`src/rtl/skid_pkg.sv`:
```
`default_nettype none
// ============================================================================
// Module      : skid_pkg
// Description : Shared types and defaults for the two-entry skid buffer.
// Revision    : 1.0 - initial release
// ============================================================================
package skid_pkg;

  // Default data word width in bits.
  localparam int DEFAULT_WIDTH = 16;

  // Buffer occupancy, decoded from the output and skid valid flags.
  typedef enum logic [1:0] {
    EMPTY = 2'd0,
    ONE   = 2'd1,
    FULL  = 2'd2
  } occ_e;

endpackage : skid_pkg
`default_nettype wire

```
`src/rtl/skid_reg.sv`:
```
`default_nettype none
// ============================================================================
// Module      : skid_reg
// Description : Data + valid register with a data load enable. The valid flag
//               takes its next value every cycle; data updates only on load.
// Revision    : 1.0 - initial release
// ============================================================================
module skid_reg #(
  parameter int WIDTH = 16
) (
  input  logic             i_clock,
  input  logic             i_reset,
  input  logic             i_load,
  input  logic [WIDTH-1:0] i_data,
  input  logic             i_valid_next,
  output logic [WIDTH-1:0] o_data,
  output logic             o_valid
);

  logic [WIDTH-1:0] r_data;
  logic             r_valid;

  // Data holds unless loaded; valid follows the next-state value each edge.
  always_ff @(posedge i_clock or posedge i_reset) begin
    if (i_reset) begin
      r_data  <= '0;
      r_valid <= 1'b0;
    end else begin
      if (i_load) begin
        r_data <= i_data;
      end
      r_valid <= i_valid_next;
    end
  end

  assign o_data  = r_data;
  assign o_valid = r_valid;

endmodule : skid_reg
`default_nettype wire

```
`src/rtl/skid_buffer.sv`:
```
`default_nettype none
// ============================================================================
// Module      : skid_buffer
// Description : Two-entry valid/ready skid buffer. Data, valid and ready are
//               all registered, so o_in_ready never depends combinationally on
//               i_out_ready, while still sustaining one word per cycle.
// Revision    : 1.0 - initial release
// ============================================================================
module skid_buffer
  import skid_pkg::*;
#(
  parameter int WIDTH = DEFAULT_WIDTH
) (
  input  logic             i_clock,
  input  logic             i_reset,
  input  logic [WIDTH-1:0] i_in_data,
  input  logic             i_in_valid,
  output logic             o_in_ready,
  output logic [WIDTH-1:0] o_out_data,
  output logic             o_out_valid,
  input  logic             i_out_ready
);

  logic [WIDTH-1:0] r_out_data;
  logic             r_out_valid;
  logic [WIDTH-1:0] r_skid_data;
  logic             r_skid_valid;
  logic             r_in_ready;

  logic             w_in_xfer;
  logic             w_out_xfer;
  occ_e             w_occ;

  logic             w_out_load;
  logic [WIDTH-1:0] w_out_din;
  logic             w_out_valid_next;
  logic             w_skid_load;
  logic             w_skid_valid_next;

  assign w_in_xfer  = i_in_valid & r_in_ready;
  assign w_out_xfer = r_out_valid & i_out_ready;

  // Decode occupancy from the two valid flags; skid valid alone cannot occur.
  always_comb begin
    w_occ = EMPTY;
    if (r_out_valid) begin
      w_occ = r_skid_valid ? FULL : ONE;
    end
  end

  // Next-state and load controls for the output and skid stages.
  always_comb begin
    w_out_load        = 1'b0;
    w_out_din         = i_in_data;
    w_out_valid_next  = r_out_valid;
    w_skid_load       = 1'b0;
    w_skid_valid_next = r_skid_valid;
    case (w_occ)
      EMPTY: begin
        if (w_in_xfer) begin
          w_out_load       = 1'b1;
          w_out_valid_next = 1'b1;
        end
      end
      ONE: begin
        if (w_in_xfer && w_out_xfer) begin
          // Pass-through: the new word replaces the one leaving.
          w_out_load = 1'b1;
        end else if (w_in_xfer) begin
          // Downstream stalled: park the new word in the skid stage.
          w_skid_load       = 1'b1;
          w_skid_valid_next = 1'b1;
        end else if (w_out_xfer) begin
          w_out_valid_next = 1'b0;
        end
      end
      FULL: begin
        // Ready is low here, so only the drain of the output stage matters.
        if (w_out_xfer) begin
          w_out_load        = 1'b1;
          w_out_din         = r_skid_data;
          w_skid_valid_next = 1'b0;
        end
      end
      default: begin
        w_out_valid_next  = 1'b0;
        w_skid_valid_next = 1'b0;
      end
    endcase
  end

  skid_reg #(
    .WIDTH (WIDTH)
  ) u_out_reg (
    .i_clock      (i_clock),
    .i_reset      (i_reset),
    .i_load       (w_out_load),
    .i_data       (w_out_din),
    .i_valid_next (w_out_valid_next),
    .o_data       (r_out_data),
    .o_valid      (r_out_valid)
  );

  skid_reg #(
    .WIDTH (WIDTH)
  ) u_skid_reg (
    .i_clock      (i_clock),
    .i_reset      (i_reset),
    .i_load       (w_skid_load),
    .i_data       (i_in_data),
    .i_valid_next (w_skid_valid_next),
    .o_data       (r_skid_data),
    .o_valid      (r_skid_valid)
  );

  // Ready is low in reset and then tracks whether the skid stage will be free.
  always_ff @(posedge i_clock or posedge i_reset) begin
    if (i_reset) begin
      r_in_ready <= 1'b0;
    end else begin
      r_in_ready <= ~w_skid_valid_next;
    end
  end

  assign o_in_ready  = r_in_ready;
  assign o_out_data  = r_out_data;
  assign o_out_valid = r_out_valid;

endmodule : skid_buffer
`default_nettype wire

```
`config.mk`:
```
export PLATFORM = sky130hd
export DESIGN_NAME = skid_buffer
export DESIGN_NICKNAME = d
export VERILOG_FILES = /design/src/rtl/skid_pkg.sv /design/src/rtl/skid_reg.sv /design/src/rtl/skid_buffer.sv
export SDC_FILE = /design/constraint.sdc
export NUM_CORES = 1
export LEC_CHECK = 0
export BUFFER_PORTS_ARGS = -buffer_cell sky130_fd_sc_hd__buf_2
export CORE_MARGIN = 2
export CORE_UTILIZATION = 40
export CTS_CLUSTER_DIAMETER = 60
export DETAILED_ROUTE_END_ITERATION = 10
export PLACE_DENSITY = 0.73
export SYNTH_ARGS = -nofsm -noshare
export SYNTH_HDL_FRONTEND = slang
export SYNTH_HIERARCHICAL = 1
export SYNTH_SLANG_ARGS = --single-unit
```
`constraint.sdc`:
```
create_clock -name i_clock -period 1.74 [get_ports i_clock]
set_clock_uncertainty 0.15 [all_clocks]
set_input_delay 0.087 -clock i_clock [delete_from_list [all_inputs] [get_ports i_clock]]
set_output_delay 0.087 -clock i_clock [all_outputs]
set_load 0.01 [all_outputs]
```
# Word-level counts from Yosys, hierarchy flattened
# Cells that the tools add are included.
[totals] register_bits=35 inputBits=20 out_inout_bits=18 wordCells=37
[op_classes] eq_ne=6 mux=19 bitwise=4 n_reduce_logical=3
[op_table] cell="two-way mux 16 bit" n=2
[op_table] cell="two-way mux 1 bit" n=12
[op_table] cell="one-hot mux 1 bit (3 select lines)" n=3
[op_table] cell="!= test 2 bit (second input constant)" n=4
[op_table] cell="AND reduction 5 bit" n=1
[op_table] cell="two-way mux 2 bit" n=2
[op_table] cell="bitwise AND 1 bit" n=2
[op_table] cell="== test 2 x 1 -> 1 bit (second input constant)" n=1
[op_table] cell="== test 2 bit (second input constant)" n=1
[op_table] cell="zero test 2 bit" n=1
[op_table] cell="inverter 1 bit" n=2
[op_table] cell="logical AND 1 bit" n=1

# Longest topological paths before layout
# Gate-level depths: netlist (run 1).
[depth] word_depth=5 mapped_depth=5 mapped_depth_nobuf=3

# By module
# The synthesis (run 1) kept the hierarchy.
[modules_own_cells] mod="skid_reg" n_inst=2 cells_per_inst=36 area_each_um2=678.2 seq_area_each_um2=425.4
[modules_own_cells] mod="skid_buffer" n_inst=1 cells_per_inst=30 area_each_um2=332.8 seq_area_each_um2=25.0

# Worst setup path before layout (run 1)
# No wires, ideal clock.
[synth_path] path_type="flip-flop to flip-flop" from="register u_out_reg.r_valid, in the netlist u_out_reg/o_valid" to="register u_skid_reg.r_data[10], in the netlist u_skid_reg/o_data[10]" setup_time_ns=0.125 arrival_ns=1.497 required_ns=1.465 setup_slack_ns=-0.032 stages_incl_launch_ff=6 path_buffers=2 synth_period_minus_slack_ns=1.772 path_cell_list="dfrtp_1 inv_1 nor4_1 buf_6 buf_12 mux2_4"
[synth_via] elab_chain_cells=4 word_cells_on_any_way=6 cone_classes="eq/ne (1); mux (3); bitwise (1); reduce/logical (1)"
[synth_rtl] element="from (decl)" line="skid_reg.sv:21" source="logic r_valid;"
[synth_rtl] element="from (signal assigned)" line="skid_reg.sv:32" source="r_valid <= i_valid_next;"
[synth_rtl] element="bitwise AND 1 bit" line="skid_buffer.sv:41" source="assign w_out_xfer = r_out_valid & i_out_ready;"
[synth_rtl] element="logical AND 1 bit" line="skid_buffer.sv:66" source="if (w_in_xfer && w_out_xfer) begin"
[synth_rtl] element="two-way mux 1 bit" line="skid_buffer.sv:66"
[synth_rtl] element="two-way mux 1 bit *" line="skid_buffer.sv:58" source="case (w_occ)"
[synth_rtl] element="net w_skid_load" line="skid_buffer.sv:37" source="logic w_skid_load;"
[synth_rtl] element="to (signal assigned)" line="skid_reg.sv:30" source="r_data <= i_data;"
[synth_rtl] element="to (decl)" line="skid_reg.sv:20" source="logic [WIDTH-1:0] r_data;"
# Mark *: on every way through the listed nets, which the timed path passes. The rest lies on a longest branch.
# A chain may end at the register's enable or synchronous reset.

# Worst setup path in the final report (run 1)
[layout_path] from="input i_in_valid" to="register u_skid_reg.r_data[4], in the netlist u_skid_reg/o_data[4]"
[layout_via] elab_chain_cells=4 word_cells_on_any_way=5 cone_classes="mux (3); bitwise (1); reduce/logical (1)"
[layout_rtl] element="from (decl)" line="skid_buffer.sv:17" source="input logic i_in_valid,"
[layout_rtl] element="bitwise AND 1 bit *" line="skid_buffer.sv:40" source="assign w_in_xfer = i_in_valid & r_in_ready;"
[layout_rtl] element="two-way mux 1 bit / logical AND 1 bit (equally long branches)" line="skid_buffer.sv:69, skid_buffer.sv:66"
[layout_rtl] element="two-way mux 1 bit *" line="skid_buffer.sv:66"
[layout_rtl] element="two-way mux 1 bit *" line="skid_buffer.sv:58"
[layout_rtl] element="net w_skid_load" line="skid_buffer.sv:37"
# Marked as above.

==> results of run 1 <==
## critical path: cells and delay by family
family                 cells  cell delay [ns]
buffers and inverters      3             0.83
AND/OR/NAND/NOR            2             0.44
multiplexers               1             0.34
## how the worst max path moves through the flow
stage               slack (ns)                     to  cells past startpoint               from
floorplan                 0.05  u_skid_reg/o_data[10]                      5  u_out_reg/o_valid
CTS                       0.03   u_skid_reg/o_data[4]                      4  u_out_reg/o_valid
detailed placement       0.008   u_skid_reg/o_data[0]                      4  u_out_reg/o_valid
finish                    0.05   u_skid_reg/o_data[4]                      6         i_in_valid
global route            -0.003  u_skid_reg/o_data[15]                      4         o_in_ready
global placement          0.07   u_skid_reg/o_data[1]                      4  u_out_reg/o_valid
## Yosys cell counts (all sizes together)
master    n
a2bb2oi   1
buf       5
nand3     1
dfrtp    35
a21oi     1
inv       4
nand2     2
nor2b     1
a21o      1
mux2     48
a31oi     1
nor4      1
o21ai     1
## power breakdown
part | internal [mW] | switching, mW
logic | 0.957 | 0.585
clock network | 0.361 | 0.287
registers | 1.23 | 0.253
## cell type report
type                    instances  area share
flip-flops and latches         35      0.3910
clock buffers                   8     0.04462
multi-input cells              58      0.3335
well taps                      50     0.02789
inverters                       4    0.006693
repair buffers                 62      0.1963
## sequential cells by signal (all words and copies together), names as in the netlist
register,flops
u_out_reg/o_data,16
u_skid_reg/o_valid,1
u_skid_reg/o_data,16
u_out_reg/o_valid,1
o_in_ready,1
## metrics by stage
stage               std cells  worst slack [ns]  total power, mW  hold slack, ns
global placement          187           0.07330            2.867         -0.2098
floorplan                 102           0.04756            2.584         -0.3343
finish                    217           0.05163            3.677         0.04282
global route              217         -0.003076            3.913         0.04336
detailed placement        187          0.007596            2.952         -0.2051
CTS                       213           0.03214            3.652       0.0004940
## cells by family (layout without fill, tap and decap cells)
| kind of cell | count (synthesis) | after routing | synth area share |
|---|---|---|---|
| muxes | 48 | 48 | 0.3867 |
| AOI/OAI and AO/OA | 5 | 5 | 0.02000 |
| DFF | 35 | 35 | 0.5185 |
| and+or+nand+nor | 5 | 5 | 0.02223 |
| buffers and inverters | 9 | 74 | 0.05259 |
## layer usage
metal / GRT usage / vias up / routed length (um)
li1: - / 490 / -
met4: 0.07353 / 0 / 51
met5: 0 / - / 0
met3: 0.03896 / 6 / 172
met1: 0.1946 / 512 / 1530
met2: 0.2452 / 35 / 1558
## timing repair
action                                  CTS  global route
hold buffers                             18             1
endpoints found under the setup margin    1             9
endpoints found under the hold margin    53             1
cloned                                    0             1
pin swaps                                 0             2
setup buffers                             0             2
resized for setup                         1             5
==> summary.txt, run 1 <==
Status
  – Outcome: finished, final reports clean

Timing
  – Max Freq: 0.5923 GHz
  – Final Hold Fails: 0
  – Fin crit share: 0.9703
  – Crit path time final: 1.688 ns
  – Setup TNS: 0 ns
  – Slew Limit Fails: 0
  – Final setup vio count: 0
  – Slew headroom: 0.5394
  – Worst-margin pin slew: 0.6901 ns

Floorplanning
  – Die H: 68.99 um
  – Die ar.: 0.004759 mm^2
  – FP Rows: 23
  – Initial Utilization: 0.4193
  – Die Width: 68.99 um
  – I/O pins: 38
  – Core ar.: 0.004029 mm^2

Cells and area
  – Footprint of the multi-input gates: 748.2 um^2
  – Fin util: 0.5568
  – Fraction of layout instances using a drive strength above 1: 0.6228
  – Fillers: 357
  – Commonest cells after routing, fill and taps aside: 37 x buf_2, 34 x dfrtp_1, 30 x mux2_4
  – Antenna diode count: 0
  – P&R area growth vs syn: 32.81%
  – Register area: 877.1 um^2
  – Non-Filler Cell Area, Final: 0.002243 mm^2
  – Commonest non-fill, non-tap cell in the layout: buf_2
  – Final net count: 186

Min path
  – Hold Crit Class: primary input to async pin

Synthesis
  – Synthesized instance count: 102
  – Synth cell types: 15
  – Cell area after synthesis: 0.001689 mm^2
  – Synth Net Count: 122
  – Ys Warns: 6
  – Synth Register Bits: 35
  – Area leader, netlist: dfrtp_1
  – Sequential fraction of the synthesis area: 0.5185
  – Top cell type's share of synthesized area: 0.5185
  – Top post-synthesis cells by area: dfrtp_1 52%, mux2_4 27%, mux2_2 12%, buf_12 2.4%, buf_6 2.0%
  – Mean post-synth cell area: 16.56 um^2

Routing
  – DRT antenna net count: 0
  – Via density: 4.806
  – Routed vias: 1043
  – Drt initial violations: 43
  – Residual DRC: 0
  – Wirelength per Cell: 15.26 um
  – Total wire length: 3312 um
  – Initial DRT Pass Iterations: 2

GRT
  – Largest net degree at the start of global routing: 18
  – Initial antenna violation count: 0
  – First-pass GRT wire length: 5126 um
  – Total GRT Usage: 0.1538
  – Number of global-route vias before repair: 1078
  – GRT overflow: 0

Worst setup path
  – CP max stage delay: 0.52 ns
  – Worst Path Arrival: 1.71 ns
  – RR Startpoint: u_skid_reg/o_valid
  – R2R setup slack: 0.06 ns
  – Setup crit start kind: primary input
  – Worst-path fanout max: 8
  – Reg2reg end: u_skid_reg/o_data[4]
  – Crit Path Class: primary input to flip-flop
  – Critical Path RT: 1.76 ns
  – Worst-case reg-to-reg path depth: 3
  – CP endpoint kind: flip-flop
  – Critical path, cell by cell: dlygate4sd3_1 -> buf_2 -> nand2_2 -> nor4_4 -> buf_6 -> mux2_2
  – Slowest library cell on the worst path: dlygate4sd3_1

Place
  – GP Congestion: 0.6534
  – DP Wirelength: 2190 um
  – PortBufs: 37
  – Placed Instance Area: 0.001899 mm^2

Clock network
  – Clk slew on worst S/H paths: 0.07 ns
  – Max H-tree Level: 2
  – Clock latency at the later pin of the worst-skew pair: 0.29 ns
  – Total CTS buffers: 5
  – Cell chosen for the clock root: clkbuf_8
  – Clock Path Buffers: 2
  – CTS tree: done
  – Clk sink count: 35

Pwr
  – Pwr per Cell Area: 1639 mW/mm^2
  – Max rail drop VDD: 0.8264 mV
  – Leakage: 1.086 nW

Flow run
  – Max-Cap Viols: 0
Note: power is estimated with default switching activity, not from simulation.
==> run 2, diff against run 1 <==
--- a/config.mk
+++ b/config.mk
@@ -11,6 +11,7 @@
 export CTS_CLUSTER_DIAMETER = 60
 export DETAILED_ROUTE_END_ITERATION = 10
 export PLACE_DENSITY = 0.73
+export RECOVER_POWER = 25
 export SYNTH_ARGS = -nofsm -noshare
 export SYNTH_HDL_FRONTEND = slang
 export SYNTH_HIERARCHICAL = 1
==> summary.txt, run 2 (same netlist as run 1, synthesis figures left out) <==
Routing
  – Routed vias: 1047
  – DRT antenna net count: 0
  – Via density: 4.825
  – Initial DRT Pass Iterations: 4
  – Total wire length: 3274 um
  – Drt initial violations: 44
  – Residual DRC: 0
  – Wirelength per Cell: 15.09 um

Timing
  – Final Hold Fails: 0
  – Setup WS post-layout: 0.05227 ns
  – Worst-margin pin slew: 0.6895 ns
  – Crit path time final: 1.688 ns
  – Slew Limit Fails: 0
  – Fin crit share: 0.9700
  – Final setup vio count: 0
  – Fin Hold WS: 0.03752 ns
  – Setup TNS: 0 ns
  – Slew headroom: 0.5398
  – RSZ-0062 raised after global routing: no
  – Max Freq: 0.5925 GHz

Cells and area
  – Commonest non-fill, non-tap cell in the layout: dfrtp_1
  – Final net count: 186
  – Non-Filler Instances: 217
  – Fraction of layout instances using a drive strength above 1: 0.5150
  – Commonest cells after routing, fill and taps aside: 34 x dfrtp_1, 30 x mux2_4, 19 x clkbuf_1, 19 x dlygate4sd3_1, 19 x buf_2
  – Non-Filler Cell Area, Final: 0.002221 mm^2
  – Fillers: 361
  – Antenna diode count: 0
  – P&R area growth vs syn: 31.48%

Clock network
  – Max H-tree Level: 2
  – Cell chosen for the clock root: clkbuf_8
  – Total CTS buffers: 5
  – Clk sink count: 35
  – CTS tree: done
  – Clock Path Buffers: 2
  – Clk slew on worst S/H paths: 0.07 ns
  – Clock latency at the later pin of the worst-skew pair: 0.29 ns

Pwr
  – Leakage: 1.036 nW
  – Max rail drop VDD: 0.7965 mV
  – Pwr per Cell Area: 1631 mW/mm^2

Worst setup path
  – CP endpoint kind: flip-flop
  – R2R setup slack: 0.06 ns
  – Crit Path Class: primary input to flip-flop
  – Worst Path Arrival: 1.71 ns
  – Critical path, cell by cell: dlygate4sd3_1 -> buf_2 -> nand2_2 -> nor4_4 -> buf_6 -> mux2_2
  – Critical Path RT: 1.76 ns
  – CP max stage delay: 0.52 ns
  – Setup crit start kind: primary input
  – Worst-path fanout max: 8
  – Slowest library cell on the worst path: dlygate4sd3_1

Place
  – Placed Instance Area: 0.001899 mm^2
  – GP Congestion: 0.6534
  – PortBufs: 37
  – Post-Place Cells: 187
  – Pre-CTS WS: 0.007596 ns
  – DP Wirelength: 2190 um

Floorplanning
  – Die Width: 68.99 um
  – Core ar.: 0.004029 mm^2
  – I/O pins: 38
  – Initial Utilization: 0.4193
  – Die ar.: 0.004759 mm^2
  – FP Rows: 23
  – Die H: 68.99 um

GRT
  – Number of global-route vias before repair: 1078
  – First-pass GRT wire length: 5126 um
  – Total GRT Usage: 0.1538
  – GRT overflow: 0
  – Largest net degree at the start of global routing: 18
  – Initial antenna violation count: 0

Status
  – Outcome: finished, final reports clean

Min path
  – Hold Crit Class: primary input to async pin

Flow run
  – Max-Cap Viols: 0
[run 2: changes by cell type in the layout (fill, tap and decap cells not counted)]
cell      previous run  this run
buf_2               37        19
clkbuf_1             1        19
[run 2: path summary, 6_finish.rpt]
| kind | endpoint | cells after the start | from |
|---|---|---|---|
| worst max-delay path | u_skid_reg/o_data[4] | 6 | i_in_valid |
| worst min-delay path | o_in_ready | 3 | i_reset |
| worst max register to register | u_skid_reg/o_data[4] | 3 | u_skid_reg/o_valid |
| worst min register to register | u_out_reg/o_data[1] | 1 | u_out_reg/o_data[1] |
| max in group asynchronous | u_out_reg/o_valid | 3 | i_reset |
| min in group i_clock | u_out_reg/o_data[1] | 1 | u_out_reg/o_data[1] |
[run 2: critical path: cells and delay by family]
family | cells | cell delay (ns)
buf+inv | 3 | 0.83
mux | 1 | 0.34
simple gates | 2 | 0.44
[run 2: stage by stage]
stage	total power, mW	utilization
final	3.621	0.5512
after global placement	2.867	0.4714
after detailed placement	2.952	0.4714
after global routing	3.856	0.5512
after floorplan	2.584	-
after CTS	3.652	0.5419
[run 2: timing repair]
action,in CTS,in global routing
gates resized for setup,1,5
endpoints found under the hold margin,53,1
hold buffers,18,1
endpoints found under the setup margin,1,9
cloned,0,1
pin swaps,0,2
buffers inserted,0,2
[run 2: area by class of cell]
class	count	area, um^2	area share
Tap cell	50	62.56	0.02817
Clock buffer	8	100.1	0.04507
Inverter	4	15.01	0.006761
Multi-Input combinational cell	58	748.2	0.3369
Timing Repair Buffer	62	417.9	0.1882
Sequential cell	35	877.1	0.3949
[run 2: per-layer routing]
layer	global-route usage	wire [um]	vias up
li1	-	-	488
met1	0.1946	1483	518
met2	0.2452	1557	36
met3	0.03896	182	5
met4	0.07353	51	0
met5	0	0	-
[run 2: power by group]
| group | switching [mW] | internal [mW] | leakage [nW] |
|---|---|---|---|
| Combinational | 0.585 | 0.902 | 0.571 |
| Clock | 0.282 | 0.361 | 0.0515 |
| Sequential | 0.258 | 1.23 | 0.413 |
| Total | 1.13 | 2.50 | 1.04 |
==> run 3, diff against run 2 <==
--- a/config.mk
+++ b/config.mk
@@ -6,7 +6,7 @@
 export NUM_CORES = 1
 export LEC_CHECK = 0
 export BUFFER_PORTS_ARGS = -buffer_cell sky130_fd_sc_hd__buf_2
-export CORE_MARGIN = 2
+export CORE_MARGIN = 10
 export CORE_UTILIZATION = 40
 export CTS_CLUSTER_DIAMETER = 60
 export DETAILED_ROUTE_END_ITERATION = 10
==> summary.txt, run 3 (same netlist as run 1, synthesis figures left out) <==
Pwr
  – Internal power: 2.466 mW
  – Clock network power share: 0.165
  – Flop pwr share: 0.415
  – Max rail drop VDD: 0.8775 mV
  – Total Power: 3.595 mW
  – Sw Ratio: 0.3139
  – P_sw: 1.128 mW
  – Leakage: 1.035 nW
  – Combinational group share of total power: 0.421
  – Pwr per Cell Area: 1622 mW/mm^2

Place
  – Post-Place Cells: 188
  – PortBufs: 37
  – DP Wirelength: 2535 um
  – GP Congestion: 0.7328
  – Pre-CTS WS: 0.03631 ns
  – Placed Instance Area: 0.001907 mm^2

Routing
  – Wirelength per Cell: 16.31 um
  – Residual DRC: 0
  – Total wire length: 3539 um
  – Initial DRT Pass Iterations: 3
  – Routed vias: 1044
  – Via density: 4.811
  – DRT antenna net count: 0
  – Drt initial violations: 46

Timing
  – Slew headroom: 0.5290
  – Fin Hold WS: 0.04622 ns
  – Max Freq: 0.6009 GHz
  – Final Hold Fails: 0
  – Slew Limit Fails: 0
  – Final setup vio count: 0
  – Setup WS post-layout: 0.07572 ns
  – Fin crit share: 0.9565
  – Worst-margin pin slew: 0.7057 ns
  – Crit path time final: 1.664 ns
  – Setup TNS: 0 ns
  – RSZ-0062 raised after global routing: no

Clock network
  – Clk sink count: 35
  – Max H-tree Level: 2
  – Clock Path Buffers: 2
  – Clk slew on worst S/H paths: 0.06 ns
  – Total CTS buffers: 5
  – CTS tree: done
  – Cell chosen for the clock root: clkbuf_8
  – Clock latency at the later pin of the worst-skew pair: 0.28 ns

GRT
  – GRT overflow: 0
  – Initial antenna violation count: 0
  – Largest net degree at the start of global routing: 18
  – Total GRT Usage: 0.1062
  – First-pass GRT wire length: 6223 um
  – Number of global-route vias before repair: 1252

Cells and area
  – Non-Filler Cell Area, Final: 0.002216 mm^2
  – Non-Filler Instances: 217
  – P&R area growth vs syn: 31.19%
  – Commonest cells after routing, fill and taps aside: 34 x dfrtp_1, 30 x mux2_4, 20 x dlygate4sd3_1
  – Commonest non-fill, non-tap cell in the layout: dfrtp_1
  – Fin util: 0.5461
  – Fraction of layout instances using a drive strength above 1: 0.5150
  – Final net count: 187
  – Antenna diode count: 0

Worst setup path
  – Slowest library cell on the worst path: dlygate4sd3_1
  – Worst Path Arrival: 1.68 ns
  – Critical path, cell by cell: dlygate4sd3_1 -> buf_2 -> nand3_4 -> buf_12 -> mux2_2 -> mux2_2
  – Most frequent CP cell: mux2_2
  – CP max stage delay: 0.53 ns
  – Crit Path Class: primary input to flip-flop
  – CP endpoint kind: flip-flop
  – Worst-path fanout max: 16
  – Critical Path RT: 1.76 ns
  – Setup crit start kind: primary input

Floorplanning
  – Initial Utilization: 0.4163
  – Die ar.: 0.007222 mm^2
  – Core ar.: 0.004058 mm^2
  – I/O pins: 38
  – Die Width: 84.99 um
  – Die H: 84.99 um
  – FP Rows: 23

Min path
  – Hold Crit Class: primary input to async pin

Flow run
  – Max-Cap Viols: 0

Status
  – Outcome: finished, final reports clean
run 3: metal layers:
layer,routed length (um),global-route usage,vias up,share of wire
met5,0,0,-,0
met4,30,0.02695,0,0.0085
li1,-,-,492,-
met2,1617,0.1628,35,0.46
met1,1600,0.1271,513,0.45
met3,290,0.05641,4,0.082
run 3: power by group through the flow:
stage / clock network, mW / logic [mW] / registers (mW)
final: 0.593 / 1.51 / 1.49
after global routing: 0.657 / 1.65 / 1.55
after CTS: 0.612 / 1.53 / 1.49
after detailed placement: 0 / 1.48 / 1.50
after global placement: 0 / 1.44 / 1.46
after floorplan: 0 / 1.03 / 1.55
run 3: repair_timing:
item / 4_1_cts / 5_1_grt
setup buffers: 0 / 2
setup endpoints to repair: 0 / 32
gates resized for setup: 0 / 4
endpoints found under the hold margin: 54 / 0
hold buffers: 20 / 0
run 3: worst paths after layout:
check                                      from                    end  slack, ns  cells after the start
hold / removal                          i_reset             o_in_ready       0.05                      3
setup reg to reg              u_out_reg/o_valid  u_skid_reg/o_data[15]       0.09                      4
setup / recovery                    i_out_ready    u_out_reg/o_data[3]       0.08                      6
hold reg to reg            u_skid_reg/o_data[4]   u_skid_reg/o_data[4]       0.36                      1
max in group asynchronous               i_reset      u_out_reg/o_valid       0.63                      3
min in group i_clock       u_skid_reg/o_data[4]   u_skid_reg/o_data[4]       0.36                      1
run 3: cell type report:
class | count | area (um^2)
Clock buffer | 6 | 82.58
Clock inverter | 1 | 5.005
Fill cell | 362 | 1842
Inverter | 4 | 15.01
Multi-Input combinational cell | 58 | 745.7
Sequential cell | 35 | 877.1
Tap cell | 50 | 62.56
Timing Repair Buffer | 63 | 427.9
run 3: critical path, delay by kind of cell:
kind	cells	cell delay [ns]
simple gates	1	0.10
buf+inv	3	0.88
mux	2	0.61
